**src/rtl/fetch_sequencer.sv**
```systemverilog
// fetch_sequencer: owns the pc, drives the dual-port instruction RAM and hands instr/N/pc to the decoder.
module fetch_sequencer (
    input  logic        clk,
    input  logic        reset,
    input  logic        cnt_en,
    input  logic        pc_sload,
    input  logic [15:0] new_pc,
    input  logic [15:0] instr_addr1,
    input  logic [15:0] instr_addr2,
    input  logic [15:0] imem_q1,
    input  logic [15:0] imem_q2,
    input  logic        stall,
    output logic [15:0] imem_addr1,
    output logic [15:0] imem_addr2,
    output logic [15:0] pc,
    output logic [15:0] instr,
    output logic [15:0] N,
    output logic        valid,
    output logic        halted,
    output logic [15:0] retired
);
    typedef enum logic [1:0] {BOOT, RUN, HALT} state_t;
    state_t      state_q, state_d;
    logic [15:0] pc_q, pc_d, hold1_q, hold1_d, hold2_q, hold2_d, retired_q, retired_d;
    logic        boot, go;
    always_ff @(posedge clk) begin
        if (reset) begin
            state_q   <= BOOT;
            pc_q      <= 16'h0000;
            hold1_q   <= 16'h0000;
            hold2_q   <= 16'h0001;
            retired_q <= 16'h0000;
        end else begin
            state_q   <= state_d;
            pc_q      <= pc_d;
            hold1_q   <= hold1_d;
            hold2_q   <= hold2_d;
            retired_q <= retired_d;
        end
    end
    // STP is recognised only on a valid cycle, so a stalled STP word waits for the RAM
    always_comb begin
        boot       = state_q == BOOT;
        go         = state_q == RUN && !stall;
        valid      = go;
        instr      = boot ? 16'h0000 : imem_q1;
        N          = boot ? 16'h0000 : imem_q2;
        state_d    = boot ? RUN : (go && imem_q1[15:11] == 5'b11111) ? HALT : state_q;
        hold1_d    = boot ? 16'h0000 : go ? instr_addr1 : hold1_q;
        hold2_d    = boot ? 16'h0001 : go ? instr_addr2 : hold2_q;
        imem_addr1 = boot ? 16'h0000 : go ? instr_addr1 : hold1_q;
        imem_addr2 = boot ? 16'h0001 : go ? instr_addr2 : hold2_q;
        pc_d       = boot ? 16'h0001 : !go ? pc_q : pc_sload ? new_pc : cnt_en ? pc_q + 16'h0001 : pc_q;
        retired_d  = (go && retired_q != 16'hFFFF) ? retired_q + 16'h0001 : retired_q;
    end
    assign pc      = pc_q;
    assign halted  = state_q == HALT;
    assign retired = retired_q;
endmodule
```
**config.mk**
```make
export PLATFORM = sky130hd
export DESIGN_NAME = fetch_sequencer
export DESIGN_NICKNAME = d
export VERILOG_FILES = /design/src/rtl/fetch_sequencer.sv
export SDC_FILE = /design/constraint.sdc
export NUM_CORES = 1
export LEC_CHECK = 0
export CAP_MARGIN = 20
export CORE_MARGIN = 2
export CORE_UTILIZATION = 35
export DETAILED_ROUTE_END_ITERATION = 8
export GPL_TIMING_DRIVEN = 0
export PLACE_DENSITY = 0.73
export SYNTH_ARGS = -nofsm -noshare
export SYNTH_HDL_FRONTEND = slang
export SYNTH_SLANG_ARGS = --single-unit
```
**constraint.sdc**
```tcl
create_clock -name clk -period 3.8 [get_ports clk]
set_input_delay 0.95 -clock clk [delete_from_list [all_inputs] [get_ports clk]]
set_output_delay 0.95 -clock clk [all_outputs]
set_load 0.05 [all_outputs]
```
==> flow_summary.yaml, run 1 <==
place:
  place_area_mm2: 0.00538
  io_buffers: 181
  place_hpwl_um: 8960
  gp_congestion: 0.853
worst_setup_path:
  startpoint: "stall"
  crit_path_end_kind: "primary output"
  crit_family: "buffers and inverters"
  critPathLaunchType: "primary input"
  critPathCapture: "valid"
  crit_arrival_ns: 2.71
  crit_chain: "clkdlybuf4s50_1 -> or3b_1 -> inv_2 -> clkbuf_4 -> dlygate4sd2_1"
  max_stage_delay_ns: 0.54
  r2r-start: "retired[0]"
  r2r_cells: 7
  worst_path_max_delay_cell: "dlygate4sd2_1"
  regToRegEndpoint: "retired[1]"
  cp_max_fo: 10
  worstPathRequired_ns: 2.85
  crit_type: "primary input to primary output"
  cp_num_buf_inv: 4
  reg2reg_slack_ns: 1.34
  cp_num_cells: 5
die:
  fp.dieH_um: 103
  start_util_pct: 35.5
  io-pin-count: 183
  fp.dieW_um: 103
  core_area_mm2: 0.00959
  die_area_mm2: 0.0105
  rows: 36
grt:
  met2_usage_pct: 38.9
  use_met3_pct: 6.85
  antenna_found_initial: 0
  grt_pass1_wl_um: 18400
  grt_max_degree: 14
  met1_usage_pct: 25.8
  grt_overflow: 0
  grt.busiest_layer: "met2"
  grt_usage_pct: 22.2
  grt_pass1_vias: 3879
timing:
  setup_tns_ns: 0
  finalCritPeriodShare_pct: 96.2
  final-setup-viol-count: 0
  timing.hold.ws_ns: 0.507
  maxSlewHeadroom_pct: 51.3
  finalHoldViolations: 0
  skew_ns: 0.0167
  fmax_mhz: 273
  tightest_slew_ns: 0.727
  drv_slew: 0
  layout_min_cycle_time_ns: 3.66
  rsz0062_at_grt: "false"
cells_and_area:
  postLayoutCellArea_mm2: 0.00556
  antenna_cells: 0
  fillCellCount: 900
  regArea_mm2: 0.00132
  finish.net_count: 734
  post-route-util_pct: 58.0
  multi_input_area_mm2: 0.00193
  drive_gt1_share_pct: 9.20
  area_delta_synth_final_pct: 63.3
clock_network:
  clock_latency_ns: 0.35
  path_clk_slew_ns: 0.08
  cts_tree: "built"
  ctsHoldBuffers: 0
  cts.sink_count: 66
  numCtsBuffers: 9
  cts_max_level: 3
  post_cts_buffers: 0
  max-clock-path-buffers: 2
  cts_resized: 175
  root_buffer: "clkbuf_8"
yosys:
  yosys_warnings: 0
  synth.most_common_cell: "nand2_1"
  syn_avg_cell_area_um2: 7.47
  synth.area.top_cells: "dfxtp_1, and2_1, nand2_1"
  synth-main-ff-cell: "dfxtp_1"
  syn_nets: 543
  synth_area_mm2: 0.00341
  seq_area_frac_synth_pct: 38.8
  synth_common_cells: "nand2_1, and2_1, dfxtp_1, nand3_1, clkbuf_1"
  synthArstFlopShare_pct: 0
  yosysTopAreaCell: "dfxtp_1"
  netlist-cell-type-count: 42
  yosysTopAreaCellShare_pct: 38.8
  synth_edf_count: 0
  yosys_register_bits: 66
  synthCells: 456
detailed_routing:
  vias: 4033
  ant_nets: 0
  drcViolationCount: 0
  wl_per_cell_um: 15.1
  vias_per_cell: 5.14
  routed_wl_um: 11800
  drt_iter0_markers: 117
  drt-pass1-iter-count: 4
pwr:
  p_leak_nw: 2.16
  max-vdd-ir-drop_v: 0.000209
  p_per_area_mw_per_mm2: 322
worst_hold_path:
  min_path_type: "flip-flop to flip-flop"
outcome:
  status: "completed"
run:
  drv_cap: 0
[logic make-up (layout without fill, tap and decap cells)]
family / after synthesis / after routing / synth area share [%]
and+or+nand+nor: 265 / 265 / 39.9
AOI/OAI and AO/OA: 74 / 74 / 13.7
DFF: 66 / 66 / 38.8
buffers and inverters: 41 / 237 / 4.59
muxes: 7 / 7 / 2.06
adders and majority gates: 2 / 2 / 0.735
xor gates and xnor gates: 1 / 1 / 0.257
[flip-flops by register name, indices dropped and copies added (netlist names)]
| signal | flops |
|---|---|
| hold1_q | 16 |
| hold2_q | 16 |
| pc | 16 |
| retired | 16 |
| state_q | 2 |
[per-stage QoR]
step	instances	total power, mW	setup WS [ns]
6_report	785	1.79	0.143
5_1_grt	785	1.86	0.0375
4_1_cts	786	1.80	0.00240
3_5_place_dp	770	1.20	-1.08
3_3_place_gp	770	1.19	-1.08
2_1_floorplan	456	0.988	0.163
[worst min-delay path by stage]
stage	from	end	slack, ns	cells after the start
after floorplan	hold2_q[0]	hold2_q[0]	0.44	2
after global placement	hold2_q[0]	hold2_q[0]	0.46	2
after detailed placement	hold2_q[0]	hold2_q[0]	0.49	2
after CTS	hold2_q[0]	hold2_q[0]	0.51	2
after global routing	hold2_q[0]	hold2_q[0]	0.54	2
final	hold2_q[0]	hold2_q[0]	0.51	2
[power breakdown]
group | total [mW] | internal, mW | switching (mW)
combinational | 0.455 | 0.183 | 0.272
clock | 0.613 | 0.309 | 0.304
sequential | 0.720 | 0.709 | 0.0116
[layout make-up]
cell class | count | area share (%)
Buffer | 32 | 2.72
Timing Repair Buffer | 181 | 31.7
Sequential cell | 66 | 23.8
Tap cell | 133 | 2.99
Multi-Input combinational cell | 349 | 34.7
Clock inverter | 7 | 1.39
Clock buffer | 9 | 2.23
Inverter | 8 | 0.540
[per-layer routing]
metal  vias up  routed length (um)
li1       1983                   -
met4         0                 176
met5         -                   0
met2       149                5930
met3        18                 863
met1      1883                4860
[placed cells by master, fill, tap and decap left out, types with 2 or more instances in the layout]
master and instances:
o22ai_1 2, ha_1 2, and3_1 9, mux2i_1 7, o21ai_0 16, nand4_1 10, o31ai_1 9, inv_6 2
clkdlybuf4s50_1 148, clkbuf_1 21, nor4_1 6, nand3_1 45, o211ai_1 2, buf_4 19, clkbuf_4 5, or3_1 10
o41ai_1 4, inv_1 6, clkinv_4 2, clkbuf_8 10, a31oi_1 4, nor2b_1 2, buf_2 4, and2_1 66
a21oi_1 25, nor2_1 14, dfxtp_1 66, or4_1 5, nor3_1 5, clkdlybuf4s15_2 9, a211oi_1 3, nand2_1 87
a32o_1 2, clkbuf_2 3
[worst reg2reg max path: stages (launching register included)]
cell and delay, ns:
dfxtp_1 0.40, ha_1 0.24, nand4_1 0.16, o41ai_1 0.64
clkbuf_1 0.36, buf_2 0.29, mux2i_1 0.21, nor2_1 0.05
(Power assumes the default switching activity.)
==> run 2, diff against run 1 <==
- CORE_UTILIZATION: 35 -> 39
- PLACE_DENSITY: 0.73 -> 0.8
- clock period: 3.8 -> 4 ns (I/O delays scaled with it)
==> flow_summary.yaml, run 2 (synthesized netlist as in run 1, its figures left out) <==
clock_network:
  clock_latency_ns: 0.35
  numCtsBuffers: 9
  ctsHoldBuffers: 0
  cts_max_level: 3
  post_cts_buffers: 0
  max-clock-path-buffers: 2
  path_clk_slew_ns: 0.08
  cts.sink_count: 66
  root_buffer: "clkbuf_8"
  cts_tree: "built"
worst_setup_path:
  worst_path_max_delay_cell: "clkdlybuf4s50_1"
  cp_max_fo: 10
  worstPathRequired_ns: 3.00
  max_stage_delay_ns: 0.39
  critPathLaunchType: "primary input"
  crit_type: "primary input to primary output"
  crit_path_end_kind: "primary output"
  crit_chain: "clkdlybuf4s50_1 -> or3b_1 -> clkbuf_1 -> inv_2 -> buf_2 -> nand2_1 -> nand3_1 -> clkdlybuf4s15_2"
  crit_arrival_ns: 2.86
timing:
  drv_slew: 0
  setup_ws_ns: 0.141
  maxSlewHeadroom_pct: 51.3
  skew_ns: 0.0130
  finalHoldViolations: 0
  tightest_slew_ns: 0.724
  final-setup-viol-count: 0
  timing.hold.ws_ns: 0.488
  fmax_mhz: 259
  rsz0062_at_grt: "false"
  layout_min_cycle_time_ns: 3.86
  finalCritPeriodShare_pct: 96.5
cells_and_area:
  final_common_cell: "clkdlybuf4s50_1"
  final_cell_mix: "clkdlybuf4s50_1, nand2_1, and2_1, dfxtp_1, nand3_1"
  final_cells: 761
  antenna_cells: 0
  finish.net_count: 735
  post-route-util_pct: 63.9
  area_delta_synth_final_pct: 61.2
  fillCellCount: 773
  drive_gt1_share_pct: 9.04
grt:
  grt_usage_pct: 24.2
  antenna_found_initial: 0
  grt_overflow: 0
  grt_pass1_wl_um: 18900
  grt_max_degree: 14
  grt_pass1_vias: 4016
worst_hold_path:
  min_path_type: "flip-flop to flip-flop"
detailed_routing:
  vias_per_cell: 5.34
  vias: 4063
  ant_nets: 0
  wl_per_cell_um: 15.3
  drt_iter0_markers: 134
  drt-pass1-iter-count: 4
  drcViolationCount: 0
  routed_wl_um: 11600
die:
  start_util_pct: 39.6
  die_area_mm2: 0.00950
  core_area_mm2: 0.00859
  fp.dieW_um: 97.5
  fp.dieH_um: 97.5
  rows: 34
  io-pin-count: 183
place:
  io_buffers: 181
  gp_congestion: 0.872
  place_hpwl_um: 8810
  place_ws_ns: -0.970
  post-place-cells: 745
run:
  drv_cap: 0
pwr:
  max-vdd-ir-drop_v: 0.000161
  p_per_area_mw_per_mm2: 308
  p_leak_nw: 2.15
outcome:
  status: "completed"
==> run 2: cell count changes in the layout (fill, tap and decap cells not counted) <==
cell	previous run	this run
buf_4	19	3
clkbuf_4	5	15
buf_2	4	11
clkbuf_1	21	23
clkbuf_2	3	5
clkdlybuf4s15_2	9	7
buf_6	1	0
clkbuf_8	10	9
==> run 2: critical path: cells and delay by family <==
family        cells  cell delay (ns)
simple gates      3             0.55
buf+inv           5             1.31
==> run 2: final cells by class <==
| cell class | count | area (um^2) | area share (%) |
|---|---|---|---|
| plain buffers | 33 | 143 | 2.60 |
| clock inverters | 7 | 77.6 | 1.41 |
| inverters | 8 | 30.0 | 0.547 |
| repair buffers | 181 | 1730 | 31.5 |
| clock buffers | 9 | 124 | 2.26 |
| flip-flops and latches | 66 | 1320 | 24.1 |
| well taps | 108 | 135 | 2.46 |
| multi-input cells | 349 | 1930 | 35.1 |
==> run 2: worst paths after layout <==
check	from	to	slack, ns	depth (start not counted)
max	stall	imem_addr2[0]	0.14	8
min	hold2_q[0]	hold2_q[0]	0.49	2
max reg2reg	retired[0]	retired[1]	1.49	7
min reg2reg	hold2_q[0]	hold2_q[0]	0.49	2
==> run 2: metrics by stage <==
stage          cell area [um^2]  setup TNS, ns  power [mW]
3_5_place_dp               5350         -25.94        1.14
6_report                   5490              0        1.69
3_3_place_gp               5350         -25.02        1.13
5_1_grt                    5490              0        1.75
2_1_floorplan              3410              0       0.939
4_1_cts                    5480              0        1.70
==> run 2: metal layers <==
metal  routed length (um)  vias to the layer above  GRT usage, %
met1                 4530                     1891          26.8
met2                 5960                      179          44.4
met5                    0                        -             0
met3                  844                       22          5.18
li1                     -                     1971             -
met4                  304                        0          10.4
==> run 2: report_power, final <==
group          leakage, nW  switching, mW  internal (mW)  total (mW)
Clock                0.100          0.289          0.293       0.582
Combinational         1.51          0.258          0.169       0.427
Sequential           0.536         0.0111          0.673       0.684
==> run 2: timing repair <==
item                                    in CTS  in global routing
pin swaps                                    0                  0
endpoints found under the setup margin      33                 33
resized for setup                          143                 28
==> patch 1: new RTL, flow settings as in run 2 <==
Encoding of `state_t`: now one-hot (3 bits for 3 states).
--- a/src/rtl/fetch_sequencer.sv
+++ b/src/rtl/fetch_sequencer.sv
@@ -19,7 +19,7 @@
     output logic        halted,
     output logic [15:0] retired
 );
-    typedef enum logic [1:0] {BOOT, RUN, HALT} state_t;
+    typedef enum logic [2:0] {BOOT = 3'b001, RUN = 3'b010, HALT = 3'b100} state_t;
     state_t      state_q, state_d;
     logic [15:0] pc_q, pc_d, hold1_q, hold1_d, hold2_q, hold2_d, retired_q, retired_d;
     logic        boot, go;
Check against the original RTL: no difference found for any inputs over 10 cycles, from zero or initial values and one cycle with reset high; not proved beyond that.
==> patch 1 against run 2 <==
Worst hold slack better by 17 ps; total power up 2.7%; routed wire length down 1.1%; non-clock buffer count down 1; cell area up 0.16%; register-to-register slack better by 300 ps; sequential cell count up 1; synthesized area up 0.44%; worst setup slack better by 14 ps; critical path type unchanged; critical endpoint is now imem_addr1[3]; largest cell class unchanged.
==> patch 1: results <==
[outcome]
status = finished clean

[route]
first_pass_iters = 5
via_per_inst = 5.230
route.met3.wl_um = 877
wl_met1_mm = 4.502
vias = 3975
wl_met2_mm = 5.892
wl_mm = 11.51
top_layer_used = met4
drtIter0Drc = 158

[cts]
ctsRootBufferMaster = clkbuf_8
htreeDepth = 3
clkLatencyLatePin_ps = 340
cts_inserted_buffers = 9

[worst_hold_path]
holdPathStages = 2
hold_path_end = state_q[2]$_SDFFE_PP0P_
min_from = state_q[2]$_SDFFE_PP0P_

[sta]
clock_skew_ps = 14.22
drv_slew = 0
hold_ws_ps = 505.6
tightest_slew_ps = 720.1

[global_routing]
grt_pass1_vias = 3751
use_met1_pct = 27.22
grt_pass1_wl_mm = 18.18
gr-usage-met3_pct = 4.604
grt_use_total_pct = 23.27
antenna_found_initial = 0
grt_max_degree = 12
gr-usage-met2_pct = 42.39

[cells_and_area]
final_layout_size_suffix_gt1_share_pct = 10.12
fillCellCount = 761
nNetsFinal = 734
diodes = 0

[worst_setup_path]
crit_family = buffers and inverters
rr_endpoint = retired[6]$_SDFFE_PP0P_
slowest_delay_ps = 550
crit_slowest_cell = or4b_4
reg2reg_slack_ps = 1790
r2r_cells = 6

[placement]
post-place-ws_ps = -678.4
place_area_um2 = 5368
place_congestion = 0.8857
dp_hpwl_mm = 8.720
place_inst = 743

[synth]
synth_cell_types = 47
synth_ff_type = dfxtp_1
synthTopCellsByArea = dfxtp_1 39%, nand2_1 9.7%, a21oi_1 7.5%
yosysWarnings = 0
synth_xor_area_share_pct = 1.792
postSynthCellCount = 454
synthAdderAreaFrac_pct = 0.7315
synthArstFlopShare_pct = 0
yosysSeqAreaShare_pct = 39.21
synth_top_cells_by_count = 88 x nand2_1, 67 x dfxtp_1, 51 x a21oi_1, 34 x and2_1, 32 x nor2b_1
muxShareOfSynthArea_pct = 0.8778
syn-num-nets = 541
synth_compound_area_share_pct = 16.97

[power_and_ir_drop]
netSwitchingFraction_pct = 32.58
ir_drop_mv = 0.1871
power_leakage_nw = 1.973
## patch 1: how the worst max path moves through the flow
stage	slack, ps	cells after the start	end	start
finish	160	7	imem_addr1[3]	stall
global placement	-660	8	imem_addr2[9]	stall
floorplan	70	6	imem_addr2[10]	stall
CTS	-5	8	imem_addr1[12]	stall
detailed placement	-680	8	imem_addr2[7]	stall
global route	80	7	imem_addr2[11]	stall
## patch 1: what timing repair did
| action | 4_1_cts | 5_1_grt |
|---|---|---|
| endpoints found under the setup margin | 33 | 32 |
| endpoints found under the hold margin | 0 | 0 |
| buffers inserted | 0 | 2 |
| pin swaps | 0 | 0 |
| resized for setup | 192 | 6 |
| hold buffers | 0 | 0 |
## patch 1: area by class of cell
cell class | count | area [um2] | area share, %
multi-input cells | 353 | 1944 | 35.36
repair buffers | 183 | 1740 | 31.65
flip-flops and latches | 67 | 1341 | 24.39
clock buffers | 11 | 141.4 | 2.571
well taps | 108 | 135.1 | 2.457
plain buffers | 30 | 132.6 | 2.412
clock inverters | 5 | 52.55 | 0.9556
inverters | 3 | 11.26 | 0.2048
## patch 1: worst register-to-register path, stage by stage (launching register included)
cell,delay (ps)
dfxtp_1,440
ha_1,240
nand4_1,290
nor4_2,750
nor3_1,140
xnor2_1,180
nor2_1,50
## patch 1: cell families after synthesis
group           after synthesis
compound gates               99
xor+xnor                      7
fa+ha+maj                     2
buf+inv                      34
flops                        67
mux                           3
simple gates                242
## patch 1: power by group through the flow
stage	Sequential [mW]	Combinational, mW	Clock [mW]
4_1_cts	0.687	0.495	0.569
3_3_place_gp	0.701	0.492	0
3_5_place_dp	0.702	0.496	0
2_1_floorplan	0.711	0.276	0
5_1_grt	0.688	0.522	0.595
6_report	0.687	0.494	0.558
==> patch 2: new RTL, config.mk and constraints of run 2 <==
Without the edit above. Make the reset (`reset`) asynchronous in one clocked block.
--- a/src/rtl/fetch_sequencer.sv
+++ b/src/rtl/fetch_sequencer.sv
@@ -23,7 +23,7 @@
     state_t      state_q, state_d;
     logic [15:0] pc_q, pc_d, hold1_q, hold1_d, hold2_q, hold2_d, retired_q, retired_d;
     logic        boot, go;
-    always_ff @(posedge clk) begin
+    always_ff @(posedge clk or posedge reset) begin
         if (reset) begin
             state_q   <= BOOT;
             pc_q      <= 16'h0000;
Check against the original RTL: differs if reset is asserted again (counterexample within 4 cycles, from zero or initial values and one cycle with reset high); with reset held inactive, the same outputs for 10 cycles.
==> patch 2 against run 2 <==
Register-to-register slack improved by 320 ps; sequential cell count did not move; critical path depth rose by 1; synthesized area fell by 0.62%; cell area fell by 1.1%; cell count fell by 10%; worst setup slack got worse by 21 ps; sequential share of layout area rose by 6.4 points; count of clock-buffer cells in the layout rose by 1; routed wire length fell by 7.8%; highest routed layer unchanged.
Power is not compared: it rests on default switching activity, and its combinational part moved more than twofold at a synthesized area within 25%.
==> patch 2: results <==
[outcome]
status = finished clean

[cells_and_area]
nNetsFinal = 660
diodes = 0
fillCellCount = 702
final_layout_size_suffix_gt1_share_pct = 11.44

[global_routing]
overflow = 0
grt_max_degree = 38
grt_pass1_wl_mm = 17.38
grt_pass1_vias = 3477

[route]
drtIter0Drc = 133
via_per_inst = 5.210
avgRoutedWirePerCell_um = 15.74
wl_mm = 10.73

[synth]
synthArstFlopShare_pct = 100.0
synth_top_cells_by_count = 73 x nand2_1, 65 x dfrtp_1, 44 x nand3_1, 33 x and2_1, 15 x clkbuf_1
synth_ff_type = dfrtp_1
synth_cell_types = 46
synthTopCellsByArea = dfrtp_1 48%, nand2_1 8.1%, nand3_1 6.5%
syn-num-nets = 466
yosysSeqAreaShare_pct = 48.84
postSynthCellCount = 379

[worst_setup_path]
r2r_start = retired[0]$_DFFE_PP0P_
slowest_delay_ps = 420
crit_slowest_cell = clkdlybuf4s50_1
critPathArrivalTime_ps = 2880

[placement]
place_congestion = 0.9081
post-place-ws_ps = -729.1
portBuffers = 182
place_inst = 667

[sta]
clock_skew_ps = 7.879
tightest_slew_ps = 807.3

[power_and_ir_drop]
netSwitchingFraction_pct = 47.04

[worst_hold_path]
min_from = hold2_q[2]$_DFF_PP0_
[patch 2: worst paths after layout]
check	end	slack, ps	cells after the start
worst max register to register	retired[1]$_DFFE_PP0P_	1810	5
worst min register to register	hold2_q[2]$_DFF_PP0_	500	2
worst max-delay path	imem_addr1[7]	120	9
max in group asynchronous	pc[11]$_DFFE_PP0P_	2220	3
worst min-delay path	hold2_q[2]$_DFF_PP0_	500	2
min in group asynchronous	hold1_q[4]$_DFF_PP0_	1130	2
[patch 2: power groups by stage]
stage | Clock (mW) | Sequential [mW] | Combinational [mW]
after global placement | 0 | 0.964 | 1.46
after global routing | 0.532 | 0.992 | 1.51
after CTS | 0.503 | 0.964 | 1.43
final | 0.488 | 0.966 | 1.43
after floorplan | 0 | 1.20 | 0.701
after detailed placement | 0 | 0.975 | 1.48
[patch 2: layout make-up]
type	count	area (um2)	area share [%]
Buffer	23	107.6	1.982
Clock buffer	10	137.6	2.535
Clock inverter	5	31.28	0.5762
Inverter	8	30.03	0.5531
Multi-Input combinational cell	282	1612	29.68
Sequential cell	66	1653	30.44
Tap cell	105	131.4	2.420
Timing Repair Buffer	183	1727	31.80
[patch 2: per-layer routing]
metal  global-route usage, %  wire length [um]  vias to the layer above
met5                       0                 0                        -
met4                   7.042               199                        0
met3                   6.259               818                       18
met2                   38.35              5317                      150
met1                   27.27              4398                     1664
li1                        -                 -                     1721
[patch 2: tightest hold or removal path: stages (launching register included)]
cell	delay, ps
dfrtp_1	320
nand3_1	60
nand2_1	80
[patch 2: kinds of logic after synthesis]
kind of cell             count (synthesis)  share of synthesized area, %
AND/OR/NAND/NOR                        210                         30.98
flip-flops                              66                         48.84
AO/OA/AOI/OAI                           50                         10.31
buffers and inverters                   31                         3.549
XOR/XNOR                                13                         3.364
multiplexers                             7                         2.218
adder cells (fa/ha/maj)                  2                        0.7393
[patch 2: timing repair]
action,4_1_cts,5_1_grt
setup endpoints to repair,33,32
cloned,0,0
gates resized for setup,172,16
[patch 2: through the flow]
step                total power, mW  setup TNS [ps]  area (um2)  hold WS [ps]
floorplan                     1.903               0        3385         479.2
global placement              2.429          -20260        5338         475.9
detailed placement            2.459          -20820        5358         479.2
CTS                           2.900               0        5420         498.1
global route                  3.029               0        5429         516.4
finish                        2.883               0        5429         496.5
